$ cat src/rtl/edge_pkg.sv
// Shared definitions for the multi-channel edge pulse generator: edge-mode
// encodings, the per-channel FSM state type and the parameter legality rule.
package edge_pkg;

  localparam int EDGE_RISE = 0;
  localparam int EDGE_FALL = 1;
  localparam int EDGE_BOTH = 2;

  typedef enum logic {
    ST_IDLE  = 1'b0,
    ST_PULSE = 1'b1
  } pulse_state_e;

  // Evaluated at elaboration by the top; any out-of-range parameter stops the build.
  function automatic bit params_legal(int channels, int sync_stages, int filter_len,
                                      int edge_mode, int pulse_len, int retrigger);
    return (channels    >= 1) && (channels    <= 32)  &&
           (sync_stages >= 2) && (sync_stages <= 4)   &&
           (filter_len  >= 0) && (filter_len  <= 255) &&
           (edge_mode   >= EDGE_RISE) && (edge_mode <= EDGE_BOTH) &&
           (pulse_len   >= 1) && (pulse_len   <= 255) &&
           (retrigger   >= 0) && (retrigger   <= 1);
  endfunction

endpackage

$ cat src/rtl/edge_pulse_channel.sv
// One channel: synchroniser chain, stability filter, edge detector and the
// IDLE/PULSE stretcher. Next-state pulse is exported so the top can register o_Any.
module edge_pulse_channel
  import edge_pkg::*;
#(
  parameter int SYNC_STAGES = 2,
  parameter int FILTER_LEN  = 4,
  parameter int EDGE_MODE   = EDGE_RISE,
  parameter int PULSE_LEN   = 1,
  parameter int RETRIGGER   = 0
) (
  input  logic clk_i,
  input  logic rst_i,
  input  logic in_i,
  output logic pulse_o,
  output logic pulse_d_o,
  output logic level_o,
  output logic miss_o
);

  localparam logic [7:0] RELOAD = 8'(PULSE_LEN - 1);

  logic [SYNC_STAGES-1:0] sync_q;
  logic                   sync_n;
  logic                   level;
  logic                   prev_q;
  logic                   event_hit;
  pulse_state_e           state_q, state_d;
  logic [7:0]             cnt_q, cnt_d;
  logic                   pulse_q, pulse_d;
  logic                   miss_q, miss_d;

  // NOTE: sequential state uses non-blocking assignments so every flop samples pre-edge values.
  always_ff @(posedge clk_i or posedge rst_i) begin
    if (rst_i) sync_q <= '0;
    else       sync_q <= {sync_q[SYNC_STAGES-2:0], in_i};
  end

  assign sync_n = sync_q[SYNC_STAGES-1];

  if (FILTER_LEN == 0) begin : g_nofilt
    assign level = sync_n;
  end else begin : g_filt
    localparam logic [8:0] LIMIT = 9'(FILTER_LEN);
    logic [7:0] fcnt_q;
    logic       level_q;

    // Level flips only after FILTER_LEN consecutive disagreeing cycles.
    always_ff @(posedge clk_i or posedge rst_i) begin
      if (rst_i) begin
        fcnt_q  <= '0;
        level_q <= 1'b0;
      end else if (sync_n == level_q) begin
        fcnt_q  <= '0;
      end else if ({1'b0, fcnt_q} + 9'd1 == LIMIT) begin
        fcnt_q  <= '0;
        level_q <= ~level_q;
      end else begin
        fcnt_q  <= fcnt_q + 8'd1;
      end
    end

    assign level = level_q;
  end

  always_comb begin
    if (EDGE_MODE == EDGE_RISE)      event_hit = level & ~prev_q;
    else if (EDGE_MODE == EDGE_FALL) event_hit = ~level & prev_q;
    else                             event_hit = level ^ prev_q;
  end

  // NOTE: every always_comb output gets a default first so no latch can be inferred.
  always_comb begin
    state_d = state_q;
    cnt_d   = cnt_q;
    miss_d  = 1'b0;
    case (state_q)
      ST_IDLE: begin
        if (event_hit) begin
          state_d = ST_PULSE;
          cnt_d   = RELOAD;
        end
      end
      ST_PULSE: begin
        if (event_hit && (RETRIGGER != 0)) begin
          cnt_d = RELOAD;
        end else begin
          // A dropped event still lets the running pulse expire on schedule.
          miss_d = event_hit;
          if (cnt_q == 8'd0) state_d = ST_IDLE;
          else               cnt_d   = cnt_q - 8'd1;
        end
      end
    endcase
    pulse_d = (state_d == ST_PULSE);
  end

  always_ff @(posedge clk_i or posedge rst_i) begin
    if (rst_i) begin
      prev_q  <= 1'b0;
      state_q <= ST_IDLE;
      cnt_q   <= '0;
      pulse_q <= 1'b0;
      miss_q  <= 1'b0;
    end else begin
      prev_q  <= level;
      state_q <= state_d;
      cnt_q   <= cnt_d;
      pulse_q <= pulse_d;
      miss_q  <= miss_d;
    end
  end

  assign pulse_o   = pulse_q;
  assign pulse_d_o = pulse_d;
  assign level_o   = level;
  assign miss_o    = miss_q;

endmodule

$ cat src/rtl/multi_edge_pulse_gen.sv
// Multi-channel edge-to-pulse generator: CHANNELS independent channels plus a
// registered OR of all pulses that lines up cycle-for-cycle with o_Pulse.
module multi_edge_pulse_gen
  import edge_pkg::*;
#(
  parameter int CHANNELS    = 4,
  parameter int SYNC_STAGES = 2,
  parameter int FILTER_LEN  = 4,
  parameter int EDGE_MODE   = EDGE_RISE,
  parameter int PULSE_LEN   = 1,
  parameter int RETRIGGER   = 0
) (
  input  logic                i_Clk,
  input  logic                i_Rst,
  input  logic [CHANNELS-1:0] i_In,
  output logic [CHANNELS-1:0] o_Pulse,
  output logic [CHANNELS-1:0] o_Level,
  output logic [CHANNELS-1:0] o_Miss,
  output logic                o_Any
);

  if (!params_legal(CHANNELS, SYNC_STAGES, FILTER_LEN, EDGE_MODE, PULSE_LEN, RETRIGGER)) begin : g_bad_params
    $error("multi_edge_pulse_gen: illegal parameter combination");
  end

  logic [CHANNELS-1:0] pulse_d;
  logic                any_q;

  for (genvar g = 0; g < CHANNELS; g++) begin : g_ch
    edge_pulse_channel #(
      .SYNC_STAGES(SYNC_STAGES),
      .FILTER_LEN (FILTER_LEN),
      .EDGE_MODE  (EDGE_MODE),
      .PULSE_LEN  (PULSE_LEN),
      .RETRIGGER  (RETRIGGER)
    ) u_ch (
      .clk_i    (i_Clk),
      .rst_i    (i_Rst),
      .in_i     (i_In[g]),
      .pulse_o  (o_Pulse[g]),
      .pulse_d_o(pulse_d[g]),
      .level_o  (o_Level[g]),
      .miss_o   (o_Miss[g])
    );
  end

  always_ff @(posedge i_Clk or posedge i_Rst) begin
    if (i_Rst) any_q <= 1'b0;
    else       any_q <= |pulse_d;
  end

  assign o_Any = any_q;

endmodule

$ cat config.mk
export PLATFORM = sky130hd
export DESIGN_NAME = multi_edge_pulse_gen
export DESIGN_NICKNAME = d
export VERILOG_FILES = /design/src/rtl/edge_pkg.sv /design/src/rtl/edge_pulse_channel.sv /design/src/rtl/multi_edge_pulse_gen.sv
export SDC_FILE = /design/constraint.sdc
export NUM_CORES = 1
export LEC_CHECK = 0
export BUFFER_PORTS_ARGS = -buffer_cell sky130_fd_sc_hd__clkbuf_2
export CAP_MARGIN = 10
export CORE_ASPECT_RATIO = 0.7
export CORE_MARGIN = 3
export CORE_UTILIZATION = 50
export DETAILED_ROUTE_END_ITERATION = 10
export PLACE_DENSITY = 0.67
export REMOVE_ABC_BUFFERS = 1
export SYNTH_ARGS = -nofsm -noshare
export SYNTH_HDL_FRONTEND = slang
export SYNTH_SLANG_ARGS = --single-unit
$ cat constraint.sdc
create_clock -name i_Clk -period 5.4 [get_ports i_Clk]
set_clock_uncertainty 0.15 [all_clocks]
set_input_delay 0.54 -clock i_Clk [delete_from_list [all_inputs] [get_ports i_Clk]]
set_output_delay 0.54 -clock i_Clk [all_outputs]
set_load 0.005 [all_outputs]
==> results of run 1 <==
==> cells in the final DEF, fill, tap and decap left out, drive strengths merged, types with 3 or more instances in the layout <==
master	Yosys	final
clkbuf	3	28
nor4	10	10
mux2i	4	4
inv	24	24
ha	16	16
nand3	25	25
nor3	6	6
clkinv	0	4
or3	3	3
nand4	4	4
nand2b	5	5
nand2	16	16
o41ai	6	6
dfrtp	89	89
or4	4	4
xnor2	26	26
o21ai	14	14
nor2	58	58
o311ai	4	4
mux2	7	7
xor2	17	17
a31oi	3	3
o211ai	5	5
nor3b	5	5
==> worst max-delay path, stage by stage, from the launching register on <==
cell,delay [ns]
dfrtp_1,0.43
or4_4,0.58
o41ai_4,0.53
nand2_1,0.13
or4_1,0.53
==> what timing repair did <==
action                                  CTS  global route
endpoints found under the setup margin    0             0
hold buffers                              1             0
hold endpoints to repair                  8             0
==> per-stage QoR <==
| stage | setup slack [ns] | instances |
|---|---|---|
| 2_1_floorplan | 2.40 | 371 |
| 3_3_place_gp | 2.97 | 492 |
| 3_5_place_dp | 2.93 | 492 |
| 4_1_cts | 2.93 | 509 |
| 5_1_grt | 2.71 | 509 |
| 6_report | 2.93 | 509 |
==> flip-flops by register name, summed over array words and instances, names as in the netlist <==
register                 cells
g_ch.u_ch.cnt_q             32
g_ch.u_ch.miss_o             4
g_ch.u_ch.level_o            4
g_ch.u_ch.sync_q             8
o_Any                        1
g_ch.u_ch.state_q            4
g_ch.u_ch.g_filt.fcnt_q     32
g_ch.u_ch.prev_q             4
==> cells by family (layout without fill, tap and decap cells) <==
family          Yosys count  after routing  share of synthesized area [%]
buf+inv                  39             61                           4.59
compound gates           41             41                           7.57
mux                      11             11                           2.85
flops                    89             89                           53.5
xor+xnor                 43             43                           9.04
fa+ha+maj                16             16                           4.80
simple gates            147            147                           17.7
==> final timing paths <==
kind / from / end / slack (ns) / cells past startpoint
hold reg to reg: g_ch[3].u_ch.sync_q[0] / g_ch[3].u_ch.sync_q[1] / 0.20 / 0
min in group asynchronous: i_Rst / g_ch[1].u_ch.g_filt.fcnt_q[0] / 0.55 / 3
max in group asynchronous: i_Rst / g_ch[3].u_ch.g_filt.fcnt_q[2] / 3.42 / 4
setup reg to reg: g_ch[3].u_ch.cnt_q[2] / o_Any / 2.93 / 4
setup / recovery: g_ch[3].u_ch.cnt_q[2] / o_Any / 2.93 / 4
hold / removal: i_In[2] / g_ch[2].u_ch.sync_q[0] / 0.16 / 1
==> cell type report <==
class | instances | area [sq um] | area share, %
sequential | 89 | 2230 | 48.1
multi-input combinational | 258 | 1750 | 37.8
clock buffer | 10 | 229 | 4.95
tap | 101 | 126 | 2.73
timing repair buffer | 21 | 115 | 2.49
clock inverter | 6 | 91.3 | 1.97
inverter | 24 | 91.3 | 1.97
==> metal layers <==
layer | part of all wire [%] | up-vias | track usage, % | wire (um)
met5 | 0 | - | 0 | 0
met4 | 1.4 | 0 | 4.92 | 87
met3 | 3.5 | 8 | 5.03 | 225
met2 | 44 | 28 | 24.3 | 2810
met1 | 51 | 1270 | 21.1 | 3320
li1 | - | 1354 | - | -
==> power groups by stage <==
stage | combinational, mW | clock [mW] | sequential [mW]
2_1_floorplan | 0.275 | 0 | 0.877
3_3_place_gp | 0.366 | 0 | 0.897
3_5_place_dp | 0.375 | 0 | 0.899
4_1_cts | 0.378 | 0.674 | 0.889
5_1_grt | 0.439 | 0.706 | 0.907
6_report | 0.372 | 0.654 | 0.887
==> flow_summary_export.csv, run 1 <==
group,metric,value,unit
grt,antenna_found_initial,0,
clock_network,post_cts.repair.setup_buffers,0,
sta,finalSetupViolCount,0,
power_and_ir_drop,peakVddDrop,218,uV
clock_network,cts_tree,"built",
synthesis,syn_inst,386,
clock_network,cts.reportedPaths.clkPinSlew,0.06,ns
sta,max_freq,405,MHz
synthesis,synth_seq_area_share,53.5,%
route,antenna_left,0,
synthesis,yosysWarnings,0,
clock_network,post_cts_resized,0,
sta,finalCriticalPeriod,2.47,ns
setup_path,crit_arrival,2.53,ns
placement,io_buffers,18,
floorplan,die_h,82.4,um
grt,gr-total-overflow,0,
grt,grt_start_max_net_pins,69,
final_layout,final_cell_area,4630,sq um
synthesis,synth-seq-cells,89,
final_layout,post-route-util,58.1,%
floorplan,start_util,52.3,%
synthesis,syn_avg_cell_area,10.8,sq um
power_and_ir_drop,p_switching,0.573,mW
route,dr.first_iter.drc_count,177,
floorplan,die_x,115,um
final_layout,drive_gt1_share,12.5,%
grt,grt_pass1_vias,2598,
route,via_count,2660,
sta,fin_crit_sh,45.7,%
power_and_ir_drop,switching_share,30.0,%
sta,slew_viol_final,0,
grt,grt_usage,15.6,%
floorplan,core_area,7970,sq um
floorplan,num_rows,27,
route,wirelength,6.44,mm
clock_network,h-tree-depth,3,
setup_path,required,5.46,ns
route,dr.pass1.iters,4,
synthesis,synth_top_area_share,53.5,%
synthesis,synthTopCellsByArea,"dfrtp_1, xnor2_1, nor2_1",
power_and_ir_drop,comb_power_share,19.5,%
synthesis,synth-main-ff-cell,"dfrtp_1",
clock_network,cts-root-buf,"clkbuf_16",
floorplan,io_pins,19,
synthesis,synth_edf_count,0,
sta,max_slew_margin,38.2,%
setup_path,path_max_fanout,13,
final_layout,area_delta_synth_final,11.1,%
floorplan,fp.dieArea,9480,sq um
synthesis,synth_area,4170,sq um
route,route.detailed.drc,0,
sta,tightestPinTransition,0.915,ns
route,drt-vias-per-instance,5.23,
final_layout,design.final.nets,425,
power_and_ir_drop,power-per-cell-area,413,nW/um^2
synthesis,yosys.area.top_type,"dfrtp_1",
worst_hold_path,hold_path_class,"in -> reg",
placement,hpwl,4.59,mm
placement,place_area,4300,sq um
run,maxCapViolCount,0,
sta,hold_viol_final,0,
final_layout,antenna_cells,0,
power_and_ir_drop,total_power,1.91,mW
power_and_ir_drop,p_leak,2.15,nW
synthesis,synth_cell_types,42,
placement,gp_congestion,0.822,
setup_path,critPathLaunchType,"flop",
synthesis,yosysMostFrequentCell,"dfrtp_1",
sta,finalHoldWorstSlack,0.156,ns
sta,fin_tns_setup,0,ns
setup_path,cp-end-kind,"flop",
power_and_ir_drop,p_int,1.34,mW
sta,grt_setup_unrepaired,"no",
clock_network,cts.sinks,89,
setup_path,critical_path_class,"reg -> reg",
power_and_ir_drop,clockPowerShare,34.2,%
final_layout,final.fill_count,661,
synthesis,synthTopCellsByCount,"dfrtp_1, nor2_1, xnor2_1",
route,wl_per_cell,12.7,um
clock_network,cts_made_buffers,9,
clock_network,worstSkewPairLatency,0.34,ns
status,status,"complete, no violations",
power_and_ir_drop,p_seq_share,46.4,%
synthesis,synthArstFlopShare,100,%
clock_network,cts_buffer_depth,2,
grt,grt_pass1_wl,11.7,mm
Note: power is estimated with default switching activity, not from simulation.
==> run 2: changes to the inputs <==
Clock period 5.4 ns to 2.3 ns, I/O delays scaled along.
==> flow_summary_export.csv, run 2 (same netlist as run 1, synthesis figures left out) <==
group,metric,value,unit
route,dr.first_iter.drc_count,124,
worst_hold_path,holdCritStartpoint,"g_ch[2].u_ch.sync_q[0]",
final_layout,final_cell_mix,"dfrtp_1, nor2_1, xnor2_1, nand3_1, inv_1",
setup_path,crit_slowest_cell,"dfrtp_1",
worst_hold_path,holdPathEnd,"g_ch[2].u_ch.sync_q[1]",
sta,grt_setup_unrepaired,"no",
grt,grt_start_max_net_pins,57,
clock_network,h-tree-depth,3,
route,route.detailed.drc,0,
setup_path,critPathLaunchType,"flop",
floorplan,fp.dieArea,9480,sq um
sta,fin_tns_setup,0,ns
grt,grtUsageMet2,25.7,%
placement,hpwl,4.82,mm
sta,max_slew_margin,60.9,%
grt,met3_usage,6.41,%
clock_network,cts-root-buf,"clkbuf_16",
sta,fin_crit_sh,93.7,%
clock_network,worstSkewPairLatency,0.33,ns
worst_hold_path,holdPathStages,0,
setup_path,worstSetupStartpoint,"g_ch[2].u_ch.g_filt.fcnt_q[0]",
setup_path,r2r_start,"g_ch[2].u_ch.g_filt.fcnt_q[0]",
sta,finalSetupViolCount,0,
route,via_count,2734,
final_layout,post-route-util,59.4,%
status,status,"complete, no violations",
sta,finalCriticalPeriod,2.16,ns
placement,gp_congestion,0.838,
power_and_ir_drop,p_leak,2.20,nW
grt,grt_usage,16.5,%
route,antenna_left,0,
route,dr.pass1.iters,4,
power_and_ir_drop,power-per-cell-area,953,nW/um^2
floorplan,io_pins,19,
grt,gr-total-overflow,0,
placement,io_buffers,18,
clock_network,cts.reportedPaths.clkPinSlew,0.06,ns
power_and_ir_drop,peakVddDrop,493,uV
worst_hold_path,hold_path_class,"reg -> reg",
power_and_ir_drop,total_power,4.52,mW
setup_path,crit_arrival,2.21,ns
final_layout,drive_gt1_share,14.0,%
setup_path,cp_num_buf_inv,1,
sta,max_freq,464,MHz
clock_network,cts_made_buffers,9,
floorplan,die_x,115,um
final_layout,reg.largest.list,"g_ch.u_ch.cnt_q x32, g_ch.u_ch.g_filt.fcnt_q x32, g_ch.u_ch.sync_q x8",
route,drt-vias-per-instance,5.25,
sta,slew_viol_final,0,
final_layout,area_delta_synth_final,13.7,%
floorplan,start_util,52.3,%
sta,tightestPinTransition,0.585,ns
setup_path,cpPeakStageDelay,0.41,ns
final_layout,final_common_cell,"dfrtp_1",
clock_network,post_cts.repair.setup_buffers,0,
route,wl_per_cell,13.3,um
floorplan,core_area,7970,sq um
floorplan,num_rows,27,
grt,use_met1,21.4,%
floorplan,die_h,82.4,um
final_layout,antenna_cells,0,
setup_path,path_max_fanout,5,
grt,grt.busiest_layer,"met2",
setup_path,path_cells,"ha_1, nand2b_1, mux2_2, o22a_1, o41ai_1, buf_4, nor2_1",
grt,antenna_found_initial,0,
setup_path,required,2.35,ns
sta,hold_viol_final,0,
setup_path,critical_path_class,"reg -> reg",
setup_path,cp_top_family,"compound AO/OA/AOI/OAI gates",
route,wirelength,6.95,mm
setup_path,worstRegToRegCells,7,
setup_path,rrSetupSlack,0.14,ns
final_layout,final.fill_count,686,
setup_path,reg2reg_to,"g_ch[2].u_ch.g_filt.fcnt_q[2]",
grt,grt_pass1_wl,12.1,mm
final_layout,design.final.nets,437,
clock_network,cts_buffer_depth,2,
setup_path,cp-end-kind,"flop",
grt,grt_pass1_vias,2679,
clock_network,cts.sinks,89,
clock_network,cts_tree,"built",
run,maxCapViolCount,0,
## run 2: cell types whose count changed in the layout (fill, tap and decap cells not counted), moves of 2 or more
cell and change:
clkinv_4 -2, buf_4 +7, dlygate4sd3_1 +4, clkbuf_8 +3
## run 2: worst max-delay path by stage
stage | endpoint | slack, ns | cells past startpoint
final | g_ch[2].u_ch.g_filt.fcnt_q[2] | 0.14 | 7
after global routing | g_ch[2].u_ch.g_filt.fcnt_q[2] | 0.01 | 7
after CTS | g_ch[2].u_ch.level_o | 0.15 | 6
after detailed placement | g_ch[2].u_ch.level_o | 0.16 | 6
after global placement | o_Any | 0.19 | 4
after floorplan | g_ch[0].u_ch.cnt_q[0] | -0.39 | 1
## run 2: layout make-up
cell class | count | area [sq um] | share of cell area, %
clock inverter | 2 | 35.0 | 0.740
clock buffer | 14 | 274 | 5.79
inverter | 24 | 91.3 | 1.93
tap | 101 | 126 | 2.67
sequential | 89 | 2230 | 47.0
timing repair buffer | 33 | 228 | 4.81
multi-input combinational | 258 | 1750 | 37.0
## run 2: through the flow
step | setup WS (ns) | std cells | hold slack (ns) | instance area, sq um
after floorplan | -0.387 | 371 | 0.111 | 4070
after global placement | 0.194 | 500 | 0.0958 | 4370
after detailed placement | 0.160 | 500 | 0.107 | 4370
after CTS | 0.151 | 521 | 0.201 | 4730
after global routing | 0.0119 | 521 | 0.207 | 4740
final | 0.145 | 521 | 0.198 | 4740
## run 2: per-layer routing
metal	share of wire, %	vias up
li1	-	1373
met1	50	1325
met2	45	30
met3	3.7	6
met4	0.66	0
met5	0	-
## run 2: repair_timing
item                       in CTS  in global routing
gates resized for setup         0                  1
hold endpoints to repair       28                  0
hold buffers                    5                  0
setup endpoints to repair       0                  1
## run 2: report_power, final
group / internal, mW / switching (mW)
sequential: 1.81 / 0.277
clock: 0.929 / 0.551
combinational: 0.419 / 0.525
total: 3.16 / 1.35
==> run 3: changes to the inputs <==
Settings changed: REMOVE_ABC_BUFFERS 1 to not set.
==> flow_summary_export.csv, run 3 (same netlist as run 1, synthesis figures left out) <==
group,metric,value,unit
sta,max_slew_margin,59.1,%
floorplan,core_area,7970,sq um
floorplan,fp.dieArea,9480,sq um
worst_hold_path,holdCritStartpoint,"g_ch[0].u_ch.sync_q[0]",
final_layout,area_delta_synth_final,15.0,%
clock_network,h-tree-depth,3,
floorplan,die_x,115,um
setup_path,rrSetupSlack,0.14,ns
grt,antenna_found_initial,0,
route,dr.first_iter.drc_count,187,
sta,slew_viol_final,0,
setup_path,reg2reg_to,"g_ch[2].u_ch.level_o",
sta,fin_tns_setup,0,ns
placement,io_buffers,18,
sta,fin_crit_sh,93.7,%
clock_network,worstSkewPairLatency,0.34,ns
power_and_ir_drop,p_leak,2.22,nW
setup_path,crit_arrival,2.23,ns
power_and_ir_drop,peakVddDrop,606,uV
run,maxCapViolCount,0,
grt,grt_pass1_vias,2731,
clock_network,cts.sinks,89,
sta,finalCriticalPeriod,2.16,ns
final_layout,final_cell_mix,"dfrtp_1, nor2_1, xnor2_1, nand3_1, inv_1",
route,antenna_left,0,
placement,hpwl,4.95,mm
sta,finalSetupViolCount,0,
sta,max_freq,464,MHz
final_layout,drive_gt1_share,14.5,%
clock_network,cts_made_buffers,9,
final_layout,design.final.nets,438,
floorplan,num_rows,27,
final_layout,final_common_cell,"dfrtp_1",
setup_path,required,2.37,ns
clock_network,post_cts.repair.setup_buffers,0,
grt,grt_start_max_net_pins,29,
route,via_count,2758,
setup_path,path_max_fanout,4,
setup_path,r2r_start,"g_ch[2].u_ch.g_filt.fcnt_q[0]",
grt,grt.busiest_layer,"met2",
worst_hold_path,holdPathEnd,"g_ch[0].u_ch.sync_q[1]",
power_and_ir_drop,power-per-cell-area,989,nW/um^2
clock_network,cts.reportedPaths.clkPinSlew,0.06,ns
floorplan,start_util,52.3,%
route,route.detailed.drc,0,
setup_path,critical_path_class,"reg -> reg",
clock_network,cts_tree,"built",
floorplan,io_pins,19,
clock_network,cts-root-buf,"clkbuf_16",
placement,gp_congestion,0.837,
status,status,"complete, no violations",
setup_path,critPathLaunchType,"flop",
clock_network,cts_buffer_depth,2,
grt,met3_usage,5.10,%
sta,hold_viol_final,0,
final_layout,antenna_cells,0,
synthesis,syn_nets,408,
sta,grt_setup_unrepaired,"no",
route,wl_per_cell,13.5,um
sta,finalHoldWorstSlack,0.197,ns
grt,use_met1,22.1,%
route,dr.pass1.iters,4,
final_layout,reg.largest.list,"g_ch.u_ch.cnt_q x32, g_ch.u_ch.g_filt.fcnt_q x32, g_ch.u_ch.sync_q x8",
setup_path,cp-end-kind,"flop",
worst_hold_path,hold_path_class,"reg -> reg",
worst_hold_path,holdPathStages,0,
grt,grt_pass1_wl,12.6,mm
setup_path,worstRegToRegCells,6,
grt,grtUsageMet2,26.6,%
floorplan,die_h,82.4,um
grt,grt_usage,17.0,%
route,drt-vias-per-instance,5.28,
grt,gr-total-overflow,0,
route,wirelength,7.02,mm
sta,tightestPinTransition,0.612,ns
run 3: metrics by stage:
| stage | utilization (%) | cell area (sq um) | setup slack (ns) | power (mW) | instances |
|---|---|---|---|---|---|
| CTS | 60.0 | 4790 | 0.149 | 4.81 | 522 |
| floorplan | - | 4170 | 0.135 | 2.79 | 386 |
| global placement | 54.9 | 4380 | 0.203 | 3.02 | 501 |
| detailed placement | 54.9 | 4380 | 0.150 | 3.06 | 501 |
| global route | 60.1 | 4790 | 0.00775 | 5.05 | 522 |
| finish | 60.1 | 4790 | 0.144 | 4.74 | 522 |
run 3: final cells by class:
cell class                 instances  area, sq um
clock buffer                      12          256
clock inverter                     4         98.8
fill                             671         3180
inverter                          24         93.8
multi-input combinational        258         1750
sequential                        89         2230
tap                              101          126
timing repair buffer              34          235
run 3: critical path, cell delays in order, from the launching register on:
cell,delay (ns)
dfrtp_1,0.42
ha_1,0.27
nand2b_1,0.15
mux2_2,0.26
o22a_1,0.21
nor4_1,0.22
mux2_2,0.37
run 3: how the worst max path moves through the flow:
stage / from / depth (start not counted) / to / slack, ns
floorplan: g_ch[1].u_ch.cnt_q[2] / 4 / o_Any / 0.13
CTS: g_ch[3].u_ch.g_filt.fcnt_q[0] / 6 / g_ch[3].u_ch.level_o / 0.15
finish: g_ch[2].u_ch.g_filt.fcnt_q[0] / 6 / g_ch[2].u_ch.level_o / 0.14
global placement: g_ch[3].u_ch.cnt_q[2] / 4 / o_Any / 0.20
global route: g_ch[3].u_ch.g_filt.fcnt_q[0] / 6 / g_ch[3].u_ch.level_o / 0.008
detailed placement: g_ch[3].u_ch.g_filt.fcnt_q[0] / 6 / g_ch[3].u_ch.level_o / 0.15
run 3: repair_timing:
| action | 4_1_cts | 5_1_grt |
|---|---|---|
| hold endpoints to repair | 29 | 0 |
| resized for setup | 0 | 1 |
| hold buffers | 5 | 0 |
| setup endpoints to repair | 0 | 1 |
run 3: where the power goes:
part	total [mW]	leakage [nW]	internal [mW]	switching, mW
clock network	1.71	0.173	1.12	0.585
registers	2.09	1.19	1.81	0.272
logic	0.946	0.858	0.418	0.528
run 3: metal layers:
layer	part of all wire, %	wire length (um)	vias up
met5	0	0	-
met4	1.8	127	0
met3	3.1	216	11
met2	46	3210	29
met1	49	3460	1332
li1	-	-	1386
